`src/rtl/prio_encoder_rr.sv`:
```
// prio_encoder_rr: registered priority encoder with fixed or round-robin
// arbitration and a one-deep valid/ready output stage.
//
// Fixed mode: the highest set request index wins.
// Round-robin mode: the search starts at a rotating pointer and wraps at WIDTH-1.
//
// Optional build macro PRIO_ENC_EMPTY_CNT_EN adds a 16-bit saturating count
// of accepted all-zero request vectors on output empty_cnt.
module prio_encoder_rr #(
    parameter int WIDTH     = 8,
    parameter int WIDTH_OUT = $clog2(WIDTH)
) (
    input  logic                 clk,
    input  logic                 rst_n,
    input  logic                 in_valid,
    output logic                 in_ready,
    input  logic [WIDTH-1:0]     d,
    input  logic                 mode,
    output logic                 out_valid,
    input  logic                 out_ready,
    output logic [WIDTH_OUT-1:0] out_idx,
    output logic [WIDTH-1:0]     out_onehot,
    output logic                 out_none
`ifdef PRIO_ENC_EMPTY_CNT_EN
    ,
    output logic [15:0]          empty_cnt
`endif
);

    // Index of the highest set bit (0 when the vector is empty).
    function automatic logic [WIDTH_OUT-1:0] highest_idx(input logic [WIDTH-1:0] v);
        logic [WIDTH_OUT-1:0] idx;
        idx = '0;
        for (int i = 0; i < WIDTH; i++) begin
            if (v[i]) idx = WIDTH_OUT'(i);
        end
        return idx;
    endfunction

    // Index of the lowest set bit (0 when the vector is empty).
    function automatic logic [WIDTH_OUT-1:0] lowest_idx(input logic [WIDTH-1:0] v);
        logic [WIDTH_OUT-1:0] idx;
        idx = '0;
        for (int i = WIDTH - 1; i >= 0; i--) begin
            if (v[i]) idx = WIDTH_OUT'(i);
        end
        return idx;
    endfunction

    // Mask selecting request positions at or above the round-robin pointer.
    function automatic logic [WIDTH-1:0] upper_mask(input logic [WIDTH_OUT-1:0] p);
        logic [WIDTH-1:0] m;
        m = '0;
        for (int i = 0; i < WIDTH; i++) begin
            m[i] = (i >= int'(p));
        end
        return m;
    endfunction

    // One-hot decode of an index into a WIDTH-bit grant.
    function automatic logic [WIDTH-1:0] decode(input logic [WIDTH_OUT-1:0] idx);
        logic [WIDTH-1:0] oh;
        oh = '0;
        for (int i = 0; i < WIDTH; i++) begin
            oh[i] = (int'(idx) == i);
        end
        return oh;
    endfunction

    logic                 valid_q, valid_d;
    logic [WIDTH_OUT-1:0] idx_q, idx_d;
    logic [WIDTH-1:0]     onehot_q, onehot_d;
    logic                 none_q, none_d;
    logic [WIDTH_OUT-1:0] ptr_q, ptr_d;

    logic                 accept;
    logic                 req_any;
    logic [WIDTH-1:0]     req_upper;
    logic [WIDTH_OUT-1:0] win_rr;
    logic [WIDTH_OUT-1:0] win_idx;
    logic [WIDTH_OUT-1:0] ptr_adv;

    // The result register can take a new beat when empty or being drained.
    assign in_ready = !valid_q || out_ready;
    assign accept   = in_valid && in_ready;
    assign req_any  = |d;

    // Round-robin: prefer requests at/above the pointer, else wrap to the
    // lowest request overall. Pointer advance wraps at WIDTH-1, not at
    // 2^WIDTH_OUT, so non-power-of-2 widths stay in range.
    always_comb begin
        req_upper = d & upper_mask(ptr_q);
        win_rr    = (|req_upper) ? lowest_idx(req_upper) : lowest_idx(d);
        win_idx   = mode ? win_rr : highest_idx(d);
        ptr_adv   = (win_idx == WIDTH_OUT'(WIDTH - 1)) ? '0 : win_idx + WIDTH_OUT'(1);
    end

    // Next-state for the result stage and pointer; everything holds by default,
    // which also covers backpressure (valid && !out_ready).
    always_comb begin
        valid_d  = valid_q;
        idx_d    = idx_q;
        onehot_d = onehot_q;
        none_d   = none_q;
        ptr_d    = ptr_q;
        if (accept) begin
            valid_d = 1'b1;
            if (req_any) begin
                idx_d    = win_idx;
                onehot_d = decode(win_idx);
                none_d   = 1'b0;
                if (mode) ptr_d = ptr_adv;
            end else begin
                idx_d    = '0;
                onehot_d = '0;
                none_d   = 1'b1;
            end
        end else if (out_ready) begin
            valid_d = 1'b0;
        end
    end

    // Result and pointer registers; asynchronous reset drops any held result.
    always_ff @(posedge clk or negedge rst_n) begin
        if (!rst_n) begin
            valid_q  <= 1'b0;
            idx_q    <= '0;
            onehot_q <= '0;
            none_q   <= 1'b0;
            ptr_q    <= '0;
        end else begin
            valid_q  <= valid_d;
            idx_q    <= idx_d;
            onehot_q <= onehot_d;
            none_q   <= none_d;
            ptr_q    <= ptr_d;
        end
    end

    assign out_valid  = valid_q;
    assign out_idx    = idx_q;
    assign out_onehot = onehot_q;
    assign out_none   = none_q;

`ifdef PRIO_ENC_EMPTY_CNT_EN
    logic [15:0] cnt_q, cnt_d;

    // Saturating count of accepted empty request vectors.
    always_comb begin
        cnt_d = cnt_q;
        if (accept && !req_any && (cnt_q != 16'hFFFF)) begin
            cnt_d = cnt_q + 16'd1;
        end
    end

    // Empty-beat counter register.
    always_ff @(posedge clk or negedge rst_n) begin
        if (!rst_n) begin
            cnt_q <= 16'd0;
        end else begin
            cnt_q <= cnt_d;
        end
    end

    assign empty_cnt = cnt_q;
`endif

endmodule

```
`config.mk`:
```
export PLATFORM = sky130hd
export DESIGN_NAME = prio_encoder_rr
export DESIGN_NICKNAME = d
export VERILOG_FILES = /design/src/rtl/prio_encoder_rr.sv
export SDC_FILE = /design/constraint.sdc
export NUM_CORES = 1
export LEC_CHECK = 0
export ABC_AREA = 1
export BUFFER_PORTS_ARGS = -buffer_cell sky130_fd_sc_hd__buf_4
export CAP_MARGIN = 20
export CORE_MARGIN = 4
export CORE_UTILIZATION = 55
export CTS_BUF_LIST = sky130_fd_sc_hd__clkbuf_16
export DETAILED_ROUTE_END_ITERATION = 8
export GPL_TIMING_DRIVEN = 0
export PLACE_DENSITY = 0.86
export SLEW_MARGIN = 15
export SYNTH_ARGS = -nofsm -noshare
export SYNTH_HDL_FRONTEND = slang
export SYNTH_SLANG_ARGS = --single-unit
```
`constraint.sdc`:
```
create_clock -name clk -period 4.6 [get_ports clk]
set_input_delay 0.23 -clock clk [delete_from_list [all_inputs] [get_ports clk]]
set_output_delay 0.23 -clock clk [all_outputs]
set_load 0.05 [all_outputs]
```
* Word-level counts from Yosys, hierarchy flattened
Cells that the tools add are included. W data, S select, Z words.
Cells by class: multiplexer cells 31, reduce and logical (&&, ||, !) cells 8, bitwise operators 1, eq/ne operators 8, $lt $le $gt $ge 7, $add $sub $neg 1
Operator list (count):
- $mux W3 | 26
- $reduce_or A8 Y1 | 2
- $eq A3 B3 Y1 const B | 5
- $ge A3 B3 Y1 const A | 3
- $and A8 B8 Y8 | 1
- $mux W8 | 1
- $eq A3 B2 Y1 const B | 2
- $ge A1 B3 Y1 const A | 2
- $ge A2 B3 Y1 const A | 2
- $mux W1 | 4
- $add A3 B1 Y3 const B | 1
- $eq A3 B1 Y1 const B | 1
- $logic_not A3 Y1 | 1
- $reduce_and A3 Y1 | 1
- $reduce_bool A2 Y1 | 1
- $logic_and A1 B1 Y1 | 1
- $logic_not A1 Y1 | 1
- $logic_or A1 B1 Y1 | 1
Storage, ports and cells: word-level logic and storage cells 61, output and inout bits 14, bits of input ports 13, register bits after elaboration 16

* Logic depth before layout (Yosys ltp)
depth in word-level cells 14, depth in mapped cells 17, mapped depth without buffers 17

* Least setup slack after synthesis
Ideal clock, no wire load.
path type register -> register, start register valid_q, in the netlist out_valid, end register ptr_q[2], buffers on the path 0, slack 2.688 ns, period minus slack after synthesis 1.912 ns, data required time 4.476 ns, library setup time 0.124 ns, stages on the path, launching flop included 7, arrival time 1.788 ns, cells stage by stage dfrtp_1 -> nand2_1 -> nand2_1 -> a31oi_4 -> nand2_1 -> nor2_1 -> a21oi_1
On the way: cells in the longest elaborated chain, start to end 4
RTL lines:
- start: declaration | RTL line 70 | logic valid_q, valid_d;
- start signal: assignment | RTL line 132 | valid_q <= valid_d;
- $logic_not A1 Y1 | RTL line 84 | assign in_ready = !valid_q || out_ready;
- $logic_or A1 B1 Y1 | RTL line 84
- named net in_ready | RTL line 16 | output logic in_ready,
- $logic_and A1 B1 Y1 | RTL line 85 | assign accept = in_valid && in_ready;
- $reduce_and A3 Y1 (no line)
- end signal: assignment | RTL line 136 | ptr_q <= ptr_d;
- end: declaration | RTL line 74 | logic [WIDTH_OUT-1:0] ptr_q, ptr_d;
The timed path passes the listed nets, and every way through them passes these cells. A chain may end at the register's enable or synchronous reset.

* Worst setup path after layout
start register ptr_q[1], end register ptr_q[2]
On the way: cells in the longest elaborated chain, start to end 13, elaborated cells on any way between the ends 21, those cells by class add/sub (1); order compare (7); eq/ne (1); mux (10); bitwise (1); reduce/logical (1)
RTL lines:
- $ge A3 B3 Y1 | RTL line 55 | m[i] = (i >= int'(p));
- $and A8 B8 Y8 * | RTL line 92 | req_upper = d & upper_mask(ptr_q);
- $mux W3 (7 in a row) | RTL line 45 | if (v[i]) idx = WIDTH_OUT'(i);
- $mux W3 * | RTL line 93 | win_rr = (|req_upper) ? lowest_idx(req_upper) : lowest_idx(d);
- $mux W3 * | RTL line 94 | win_idx = mode ? win_rr : highest_idx(d);
- $add A3 B1 Y3 or $eq A3 B3 Y1 (tied branches) | RTL line 95 | ptr_adv = (win_idx == WIDTH_OUT'(WIDTH - 1)) ? '0 : win_idx + WIDTH_OUT'(1);
- $mux W3 * | RTL line 95
- named net ptr_adv[2] | RTL line 81 | logic [WIDTH_OUT-1:0] ptr_adv;
The timed path passes the listed nets; every way through them passes the cells marked *.

==> flow_summary.ini <==
[critical_path]
reg2reg_slack_ns = 2.41
startpoint = ptr_q[1]
slowest_delay_ns = 0.42
r2r_cells = 14
crit_type = flip-flop to flip-flop
path_max_fanout = 5
crit_end = ptr_q[2]
reg2reg_from = ptr_q[1]
cp.arrival_ns = 2.32
crit_cells = 14
critical-path-top-delay-family = simple AND/OR/NAND/NOR gates
cp-start-kind = flip-flop
required_ns = 4.72
cp-end-kind = flip-flop
worst-path-buf-inv = 1
crit_chain = nor2_1, nand2_1, nand2_1, nor2_2, nand3_1, nor2_1, nor2_1, nand2_1, nand2_1, inv_1, ha_1, ha_1, nor2_1, a21oi_1
cpMaxStageDelayCell = dfrtp_1
timing.rr.end = ptr_q[2]

[logic_synthesis]
synth-simple-area-share_pct = 35.7
synth_fp_nets = 166
synth_compound_area_share_pct = 11.9
synth_area_leaders = dfrtp_1 39%, nand2_1 22%, ha_1 7.3%, inv_1 6.2%, nand3_1 5.3%
synthDistinctLibCells = 17
ys_ff_latch = 16
muxShareOfSynthArea_pct = 0
synth_area_mm2 = 0.00103
ys_seq_area_share_pct = 38.7
ys_warn_count = 0
synth_top_family_by_area = simple AND/OR/NAND/NOR gates
synth_top_area_cell = dfrtp_1
synth.avg_cell_area_um2 = 7.04
synthAdderAreaFrac_pct = 7.26
synth_xor_area_share_pct = 0
synth_cells = 147
synth_top_area_share_pct = 38.7

[clocking]
cts_sinks = 16
cts-resized-gates = 0
cts_buffers = 3
clockBufferDepth = 2
clkTransAtPathRegs_ns = 0.05
clockRootBuffer = clkbuf_16
htreeDepth = 1
cts_tree = built
clk_latency_ns = 0.24

[sta]
slew_headroom_pct = 72.1
fin_crit_ns = 2.19
drv_slew = 0
whs_ns = 0.292
finalHoldViolCount = 0
skew_ns = 0.00225
max_slew.worst_pin.slew_ns = 0.418
setup_viol = 0
rsz0062_at_grt = no
finalCritPeriodShare_pct = 47.6
setup_tns_ns = 0
fmax_ghz = 0.456

[route]
drt-total-wl_mm = 2.48
drt_first_iter_violations = 25
drt_first_pass_iters = 5
vias_per_cell = 5.11
routed-via-count = 1033
wire_per_inst_um = 12.3
drc = 0
ant_nets = 0

[status]
status = completed

[die]
num_rows = 15
die_w_um = 51.4
die_area_mm2 = 0.00264
initial_core_util_pct = 59.3
ios = 27
fp.dieH_um = 51.4
core_mm2 = 0.00175

[placed_design]
dp_cells = 198
dp_hpwl_mm = 1.91
gp_routability_congestion = 0.875
portBuffers = 26

[cells_and_area]
final_cells = 202
drive_gt1_share_pct = 19.2
layout.nets = 198
antenna_cells = 0
area_growth_pct = 30.1

[global_route]
grt_max_degree = 17
grt_pass1_wl_mm = 4.13
track_usage_pct = 21.1
antenna_found_initial = 0
overflow = 0
grt_pass1_vias = 947

[power_and_ir_drop]
p_per_area_mw_per_mm2 = 533
finalPower_mw = 0.717
p_leak_nw = 0.770
vdd_drop_max_mv = 0.392

[min_path]
hold_depth = 4
hp-class = input pin to flip-flop

[job]
drv_cap = 0
==> metrics by stage <==
step | util, % | instance area, um^2 | worst slack (ns)
final | 77.1 | 1350 | 2.41
after global routing | 77.1 | 1350 | 2.24
after CTS | 77.1 | 1350 | 2.44
after detailed placement | 72.3 | 1260 | 2.47
after global placement | 72.3 | 1260 | 2.52
after floorplan | - | 1030 | 2.69
==> cell type report <==
type,instances,area (um^2)
timing repair buffer,27,205
fill,136,399
tap,25,31.3
inverter,17,63.8
buffer,1,3.75
multi-input combinational,113,567
clock buffer,3,75.1
sequential,16,400
==> power breakdown <==
| part | internal (mW) | switching, mW |
|---|---|---|
| Combinational | 0.108 | 0.236 |
| Clock | 0.114 | 0.0502 |
| Sequential | 0.179 | 0.0301 |
| Total | 0.402 | 0.316 |
==> state kept, by name (all words and copies together) (netlist names) <==
name / cells
out_onehot: 8
out_valid: 1
ptr_q: 3
out_none: 1
out_idx: 3
==> per-layer routing <==
layer  GRT usage [%]  share of wire, %  vias to the layer above
met2            37.7                50                       37
li1                -                 -                      527
met4            9.17               2.1                        0
met5               0                 0                        -
met1            25.0                42                      464
met3            2.62               5.8                        5
==> cells in the mapped netlist, drive strengths merged <==
| library cell | count |
|---|---|
| a21oi | 5 |
| a22o | 2 |
| a31oi | 1 |
| clkbuf | 1 |
| dfrtp | 16 |
| ha | 6 |
| inv | 17 |
| nand2 | 62 |
| nand3 | 11 |
| nand4 | 2 |
| nor2 | 15 |
| o211ai | 3 |
| o21ai | 5 |
| o21bai | 1 |
==> worst register-to-register path: stages (launching register included) <==
cell and delay, ns:
dfrtp_1 0.42, nor2_1 0.21, nand2_1 0.14, nand2_1 0.10
nor2_2 0.05, nand3_1 0.08, nor2_1 0.04, nor2_1 0.08
nand2_1 0.08, nand2_1 0.14, inv_1 0.09, ha_1 0.21
ha_1 0.28, nor2_1 0.11, a21oi_1 0.05
==> cells in the final DEF, fill, tap and decap left out <==
cell,count
nand2_1,61
buf_4,26
inv_1,17
dfrtp_1,16
nor2_1,13
nand3_1,11
ha_1,6
a21oi_1,5
o211ai_1,3
o21ai_1,3
clkbuf_16,3
nor2_2,2
o21ai_0,2
nand4_1,2
a22o_1,2
o21bai_2,1
nand2_4,1
a31oi_4,1
clkbuf_1,1
dlygate4sd3_1,1
==> cells by family after synthesis <==
family / count (synthesis)
buf+inv: 18
fa+ha+maj: 6
flops: 16
compound gates: 17
simple gates: 90
==> worst min-delay path by stage <==
stage                          from            end
after floorplan               rst_n     out_idx[0]
after global placement        rst_n  out_onehot[3]
after detailed placement      rst_n  out_onehot[3]
after CTS                 out_ready      out_valid
after global routing      out_ready      out_valid
final                     out_ready      out_valid
==> repair_timing <==
action,CTS,global route
hold endpoints to repair,16,0
buffers inserted,0,0
hold buffers,1,0
Note: power is estimated with default switching activity, not from simulation.
